==> src/rtl/scroll_tile_gen.sv <==
// scroll_tile_gen: two-colour tiled pattern generator with sub-pixel scrolling and periodic
// colour swap. Sits in the pattern bank; rgb_o feeds the top-level pattern mux.
//
// Ports:
//   clk_i            pixel clock
//   rst_ni           asynchronous active-low reset (clears rgb_o immediately)
//   pattern_enable_i block selected; gates all state updates (pixel path always runs)
//   x_i, y_i         current pixel column / row
//   active_i         visible-area flag
//   next_frame_i     one-cycle frame-boundary pulse
//   step_size_i      unsigned fixed-point step per frame, {int, frac}
//   mode_i           00 horizontal, 01 vertical, 10 diagonal, 11 frozen
//   reverse_i        1 = subtract step instead of add
//   swap_enable_i    enables periodic colour swap
//   rgb_o            registered pixel colour, 1 clock after x_i/y_i/active_i
module scroll_tile_gen #(
  parameter int unsigned COORD_W      = 10,
  parameter int unsigned OFFSET_W     = 8,
  parameter int unsigned FRAC_W       = 2,
  parameter int unsigned STEP_W       = 3,
  parameter int unsigned OFFSET_SCALE = 1,
  parameter int unsigned TILE_LOG2    = 5,
  parameter int unsigned SWAP_PERIOD  = 60,
  parameter logic [5:0]  COLOR_A      = 6'b100100,
  parameter logic [5:0]  COLOR_B      = 6'b000000
) (
  input  logic               clk_i,
  input  logic               rst_ni,
  input  logic               pattern_enable_i,
  input  logic [COORD_W-1:0] x_i,
  input  logic [COORD_W-1:0] y_i,
  input  logic               active_i,
  input  logic               next_frame_i,
  input  logic [STEP_W-1:0]  step_size_i,
  input  logic [1:0]         mode_i,
  input  logic               reverse_i,
  input  logic               swap_enable_i,
  output logic [5:0]         rgb_o
);

  localparam int unsigned IntW = STEP_W - FRAC_W;
  localparam int unsigned CntW = (SWAP_PERIOD > 1) ? $clog2(SWAP_PERIOD) : 1;

  logic [OFFSET_W-1:0] x_off_q, x_off_d, y_off_q, y_off_d;
  logic [FRAC_W-1:0]   x_frac_q, x_frac_d, y_frac_q, y_frac_d;
  logic [CntW-1:0]     swap_cnt_q, swap_cnt_d;
  logic                swap_flag_q, swap_flag_d;
  logic [5:0]          rgb_q, rgb_d;

  logic [IntW-1:0]     step_int;
  logic [FRAC_W-1:0]   step_frac;
  logic                update;

  assign step_int  = step_size_i[STEP_W-1:FRAC_W];
  assign step_frac = step_size_i[FRAC_W-1:0];
  assign update    = pattern_enable_i & next_frame_i;

  // One axis step: the fraction's carry (or borrow) ripples into the integer offset.
  function automatic logic [OFFSET_W+FRAC_W-1:0] axis_step(
    input logic [OFFSET_W-1:0] off,
    input logic [FRAC_W-1:0]   frac,
    input logic                rev,
    input logic [IntW-1:0]     sint,
    input logic [FRAC_W-1:0]   sfrac
  );
    logic [FRAC_W:0]     f;
    logic [OFFSET_W-1:0] o;
    if (!rev) begin
      f = {1'b0, frac} + {1'b0, sfrac};
      o = off + OFFSET_W'(sint) + OFFSET_W'(f[FRAC_W]);
    end else begin
      f = {1'b0, frac} - {1'b0, sfrac};
      o = off - OFFSET_W'(sint) - OFFSET_W'(f[FRAC_W]);
    end
    return {o, f[FRAC_W-1:0]};
  endfunction

  logic [OFFSET_W+FRAC_W-1:0] x_next, y_next;
  assign x_next = axis_step(x_off_q, x_frac_q, reverse_i, step_int, step_frac);
  assign y_next = axis_step(y_off_q, y_frac_q, reverse_i, step_int, step_frac);

  always_comb begin
    x_off_d     = x_off_q;
    x_frac_d    = x_frac_q;
    y_off_d     = y_off_q;
    y_frac_d    = y_frac_q;
    swap_cnt_d  = swap_cnt_q;
    swap_flag_d = swap_flag_q;

    if (update) begin
      case (mode_i)
        2'b00: {x_off_d, x_frac_d} = x_next;
        2'b01: {y_off_d, y_frac_d} = y_next;
        2'b10: begin
          {x_off_d, x_frac_d} = x_next;
          {y_off_d, y_frac_d} = y_next;
        end
        default: ;
      endcase
    end

    if (pattern_enable_i) begin
      if (!swap_enable_i) begin
        swap_cnt_d = '0;
      end else if (next_frame_i) begin
        if (swap_cnt_q == CntW'(SWAP_PERIOD - 1)) begin
          swap_cnt_d  = '0;
          swap_flag_d = ~swap_flag_q;
        end else begin
          swap_cnt_d = swap_cnt_q + 1'b1;
        end
      end
    end
  end

  // Pixel path: uses the pre-update offsets in the cycle of an update event.
  logic [COORD_W-1:0] sx, sy;
  logic               tile;
  logic               unused_pix;

  assign sx   = x_i + (COORD_W'(x_off_q) << OFFSET_SCALE);
  assign sy   = y_i + (COORD_W'(y_off_q) << OFFSET_SCALE);
  assign tile = sx[TILE_LOG2] ^ sy[TILE_LOG2] ^ swap_flag_q;
  // Only the tile-select bit of each sum matters.
  assign unused_pix = ^{sx, sy};

  always_comb begin
    rgb_d = 6'b000000;
    if (active_i) begin
      rgb_d = tile ? COLOR_A : COLOR_B;
    end
  end

  always_ff @(posedge clk_i or negedge rst_ni) begin
    if (!rst_ni) begin
      x_off_q     <= '0;
      x_frac_q    <= '0;
      y_off_q     <= '0;
      y_frac_q    <= '0;
      swap_cnt_q  <= '0;
      swap_flag_q <= 1'b0;
      rgb_q       <= 6'b000000;
    end else begin
      x_off_q     <= x_off_d;
      x_frac_q    <= x_frac_d;
      y_off_q     <= y_off_d;
      y_frac_q    <= y_frac_d;
      swap_cnt_q  <= swap_cnt_d;
      swap_flag_q <= swap_flag_d;
      rgb_q       <= rgb_d;
    end
  end

  assign rgb_o = rgb_q;

endmodule

==> config.mk <==
export PLATFORM = sky130hd
export DESIGN_NAME = scroll_tile_gen
export DESIGN_NICKNAME = d
export VERILOG_FILES = /design/src/rtl/scroll_tile_gen.sv
export SDC_FILE = /design/constraint.sdc
export NUM_CORES = 1
export LEC_CHECK = 0
export BUFFER_PORTS_ARGS = -buffer_cell sky130_fd_sc_hd__buf_2
export CORE_MARGIN = 5
export CORE_UTILIZATION = 55
export CTS_CLUSTER_SIZE = 40
export DETAILED_ROUTE_END_ITERATION = 10
export MAX_ROUTING_LAYER = met4
export PLACE_DENSITY_LB_ADDON = 0.08
export SLEW_MARGIN = 20
export SYNTH_ARGS = -nofsm -noshare
export SYNTH_HDL_FRONTEND = slang
export SYNTH_SLANG_ARGS = --single-unit
==> constraint.sdc <==
create_clock -name clk_i -period 6.3 [get_ports clk_i]
set_input_delay 1.26 -clock clk_i [delete_from_list [all_inputs] [get_ports clk_i]]
set_output_delay 1.26 -clock clk_i [all_outputs]
set_load 0.02 [all_outputs]
Word-level counts from Yosys, hierarchy flattened
Index checks and enable logic that the tools add are counted.

storage, ports and cells
  register bits = 33
  output and inout port bits = 6

operators by class
  $add $sub $neg = 15
  equal/unequal tests = 4
  muxes and demuxes = 9
  bitwise operators = 4
  reduce and logical (&&, ||, !) cells = 7

operator list
  kind                                                 number
  adder 8 x 1 -> 8 bit                                 4
  subtractor 8 x 1 -> 8 bit                            4
  2-to-1 mux 6 bit                                     5
  2-to-1 mux 8 bit                                     2
  adder 6 bit                                          2
  adder 2 x 2 -> 3 bit                                 2
  adder 6 x 1 -> 6 bit, second input constant          1
  equality test 6 bit, second input constant           1
  AND reduction 2 bit                                  3
  subtractor 2 x 2 -> 3 bit                            2
  2-to-1 mux 2 bit                                     2
  AND reduction 4 bit                                  1
  OR reduction 2 bit                                   2
  equality test 2 x 1 -> 1 bit, second input constant  1
  equality test 2 bit, second input constant           1
  zero test 2 bit                                      1
  != test 2 bit, second input constant                 1
  bitwise XOR 1 bit                                    2
  bitwise AND 1 bit                                    1
  NOT 1 bit                                            1

Logic depth before layout (Yosys ltp)
  word-level depth = 5
  mapped depth = 10
  mapped depth without buffers = 10

Least setup slack after synthesis
No wires, ideal clock.

  path kind = input to register
  start point = in step_size_i[0]
  end point = reg y_off_q[3]
  library setup time = 79 ps
  data arrival time = 3,279 ps
  slack = 2,942 ps
  stages on the path = 8
  buffers on the path = 0
  path through = ha_1 > fa_1 > fa_1 > inv_1 > ha_1 > or4_1 > a21oi_1 > xor2_1

between the ends
  longest elaborated chain between the ends = 3

RTL lines
  element                                                                   line    text
  start, declared                                                           34      input logic [STEP_W-1:0] step_size_i,
  adder 2 x 2 -> 3 bit / subtractor 2 x 2 -> 3 bit (equally long branches)  69, 72
  adder 8 x 1 -> 8 bit / subtractor 8 x 1 -> 8 bit (equally long branches)  70, 73
  2-to-1 mux 8 bit (*)                                                      68      if (!rev) begin
  end signal, assigned                                                      146     y_off_q <= y_off_d;
  end, declared                                                             44      logic [OFFSET_W-1:0] x_off_q, x_off_d, y_off_q, y_off_d;

Mark *: on every way between the ends. The rest lies on a longest branch, timed or not.
A chain may end at the register's enable or synchronous reset.

Worst setup path after layout
  start point = in step_size_i[0]
  end point = reg x_off_q[3]

between the ends
  longest elaborated chain between the ends = 3

RTL lines
  element                                                                   line    text
  adder 2 x 2 -> 3 bit / subtractor 2 x 2 -> 3 bit (equally long branches)  69, 72
  adder 8 x 1 -> 8 bit / subtractor 8 x 1 -> 8 bit (equally long branches)  70, 73
  2-to-1 mux 8 bit (*)                                                      68
  end signal, assigned                                                      144     x_off_q <= x_off_d;
  end, declared                                                             44

Marked as above.

==> impl_metrics.yaml <==
synthesis:
  synth-edff-count: 0
  synth_cells: 186
  ys.flop_type: "dfrtp_1"
  yosys.cell_types.count: 34
  syn_avg_cell_area_sq_um: 9.38
  synth_seq_cells: 22
  netlist.top_cell.by_area: "dfrtp_1"
  synth_top_area_share_pct: 31.5
  yosysSeqAreaShare_pct: 31.5
  synthArstFlopShare_pct: 100
  yosysWarnings: 0
  syn-cell-area_sq_mm: 0.00175
  synth_area_leaders: "dfrtp_1 (32%), ha_1 (15%), fa_1 (9.2%)"
cts:
  cts_setup_buffers: 0
  cts_max_level: 1
  cts_hold_buf: 0
  cts_tree: "done"
  cts_buffers: 3
  cts_resized: 0
  clk_latency_ns: 0.32
  cts_sinks: 22
  cts_max_path_buffers: 2
  root_buffer: "clkbuf_4"
  clk_pin_slew_worst_paths_ns: 0.13
route:
  drt_iter0_drc: 75
  via_count: 1294
  first_pass_iters: 4
  routedWlPerCell_microns: 12.7
  ant_nets: 0
  drc_errors: 0
  totalWireLength_microns: 3170
  drt-vias-per-instance: 5.20
worst_setup_path:
  cp.arrival_ns: 3.51
  cp_max_fo: 4
  r2r_start: "y_frac_q[0]"
  cp-startpoint: "step_size_i[0]"
  path_delay_family: "adder cells"
  required_ns: 6.55
  worstSetupStartpointType: "input pin"
  end_kind: "flip-flop"
  slowest_stage: "fa_1"
  cp.buffers_inverters: 2
  path_cells: "buf_2 -> ha_1 -> fa_1 -> fa_1 -> inv_1 -> ha_1 -> or4_1 -> a21oi_1 -> xor2_1"
  setup.worst_path.class: "input pin to flip-flop"
  cpPeakStageDelay_ns: 0.52
timing:
  max_freq_ghz: 0.307
  rsz0062_at_grt: "no"
  fin_crit_sh_pct: 51.7
  finalSetupViolCount: 0
  slew_viol_final: 0
  fin_skew_ns: 0.00414
  finalSetupTns_ns: 0
  fin_crit_ns: 3.26
  worst_pin_slew_ns: 0.843
  relSlewSlack_pct: 43.6
  final-hold-violation-count: 0
die:
  start_util_pct: 57.2
  io_pins: 38
  fp.dieH_microns: 66.3
  fp.dieW_microns: 66.3
  dieArea_sq_mm: 0.00440
  rows: 20
  core_area_sq_mm: 0.00305
status:
  status: "complete, no violations"
grt:
  grt_pass1_wl_microns: 5530
  grt_overflow: 0
  grt_pass1_vias: 1277
  track_usage_pct: 17.0
  grt_max_degree: 23
  antenna_found_initial: 0
place:
  port_buffers: 23
  dpl.hpwl_microns: 2470
  dp_cells: 245
  globalplace.congestion: 0.856
finish:
  stdcell_count: 249
  layout-drive-gt1-share_pct: 14.1
  area_delta_synth_final_pct: 9.75
  n_antenna_cell: 0
  nNetsFinal: 267
worst_hold_path:
  min-delay-start: "x_off_q[4]"
  hold_path_class: "flip-flop to flip-flop"
power_and_ir_drop:
  ir_worst_vdd_mv: 0.181
  power_density_mw_per_mm2: 373
  p_leak_nw: 0.967
run:
  cap_violations: 0
## synth_stat cells, types with 3 or more instances
cell type  count
a21o_1         3
nand3_1        4
o22ai_1        3
mux2i_1        3
clkbuf_1       3
buf_4          5
xor2_1         6
nor2_1         4
nand2_1       19
ha_1          21
nand4b_1       4
dfrtp_1       22
nor3_1         5
o21ai_0       17
a21oi_1        9
inv_1         24
xnor2_1        7
buf_2          3
fa_1           8
## worst register-to-register path, cell delays in order (launching register included)
cell and delay [ns]:
dfrtp_1 0.40, inv_1 0.05, ha_1 0.18, fa_1 0.38, fa_1 0.52, inv_1 0.06, ha_1 0.17, or4_1 0.46
a21oi_1 0.19, xor2_1 0.15
## kinds of logic after synthesis
group	synth area share, %
AO/OA/AOI/OAI	12.2
XOR/XNOR	7.81
adder cells (fa/ha/maj)	24.2
buffers and inverters	8.82
flip-flops	31.5
multiplexers	2.37
other	0.215
AND/OR/NAND/NOR	12.8
## area by class of cell
cell class,instances,area (sq um)
inverter,24,90.1
sequential,22,551
fill,280,1140
tap,44,55.1
clock buffer,3,22.5
timing repair buffer,23,115
multi-input combinational,132,1050
clock inverter,1,30.0
## metrics by stage
stage          power [mW]  hold WS [ns]  utilization [%]  worst slack, ns  cell area [sq um]
2_1_floorplan       0.529         0.450                -             2.94               1760
3_3_place_gp        0.587         0.470             61.0             2.72               1860
3_5_place_dp        0.608         0.490             61.0             2.69               1860
4_1_cts             0.723         0.507             62.7             3.03               1920
5_1_grt             0.800         0.528             62.7             2.95               1920
6_report            0.714         0.498             62.7             3.04               1920
## state kept, by name, summed over array words and instances, names as in the netlist
| name | count |
|---|---|
| swap_cnt_q | 6 |
| x_off_q | 5 |
| y_off_q | 5 |
| x_frac_q | 2 |
| y_frac_q | 2 |
| rgb_o | 1 |
| swap_flag_q | 1 |
## worst paths after layout
path / end / slack [ns] / cells after the start
max: x_off_q[3] / 3.04 / 9
min: x_off_q[4] / 0.50 / 1
max reg2reg: y_off_q[3] / 3.69 / 9
min reg2reg: x_off_q[4] / 0.50 / 1
max in group asynchronous: swap_cnt_q[1] / 5.05 / 1
min in group asynchronous: x_off_q[0] / 0.89 / 1
## cell usage in the layout, fill, tap and decap left out, types with 2 or more instances in the layout
cell       n
inv_1     24
buf_2     23
dfrtp_1   22
ha_1      21
nand2_1   19
o21ai_0   17
a21oi_1    9
fa_1       8
xnor2_1    7
xor2_1     6
nor3_1     5
nand3_1    4
nor2_1     4
nand4b_1   4
conb_1     4
a21o_1     3
o22ai_1    3
mux2i_1    3
clkbuf_4   3
or4_1      2
## routing by layer
metal	global-route usage, %	vias to the layer above	wire, microns
met1	21.4	614	1470
met5	-	-	0
li1	-	653	-
met4	5.84	0	17
met2	28.1	25	1540
met3	2.04	2	140
## where the power goes
part	switching, mW	internal (mW)	leakage, nW
registers	0.0652	0.192	0.280
logic	0.163	0.181	0.659
clock network	0.0483	0.0643	0.0279
total	0.276	0.437	0.967
Power figures use the tool's default switching activity.
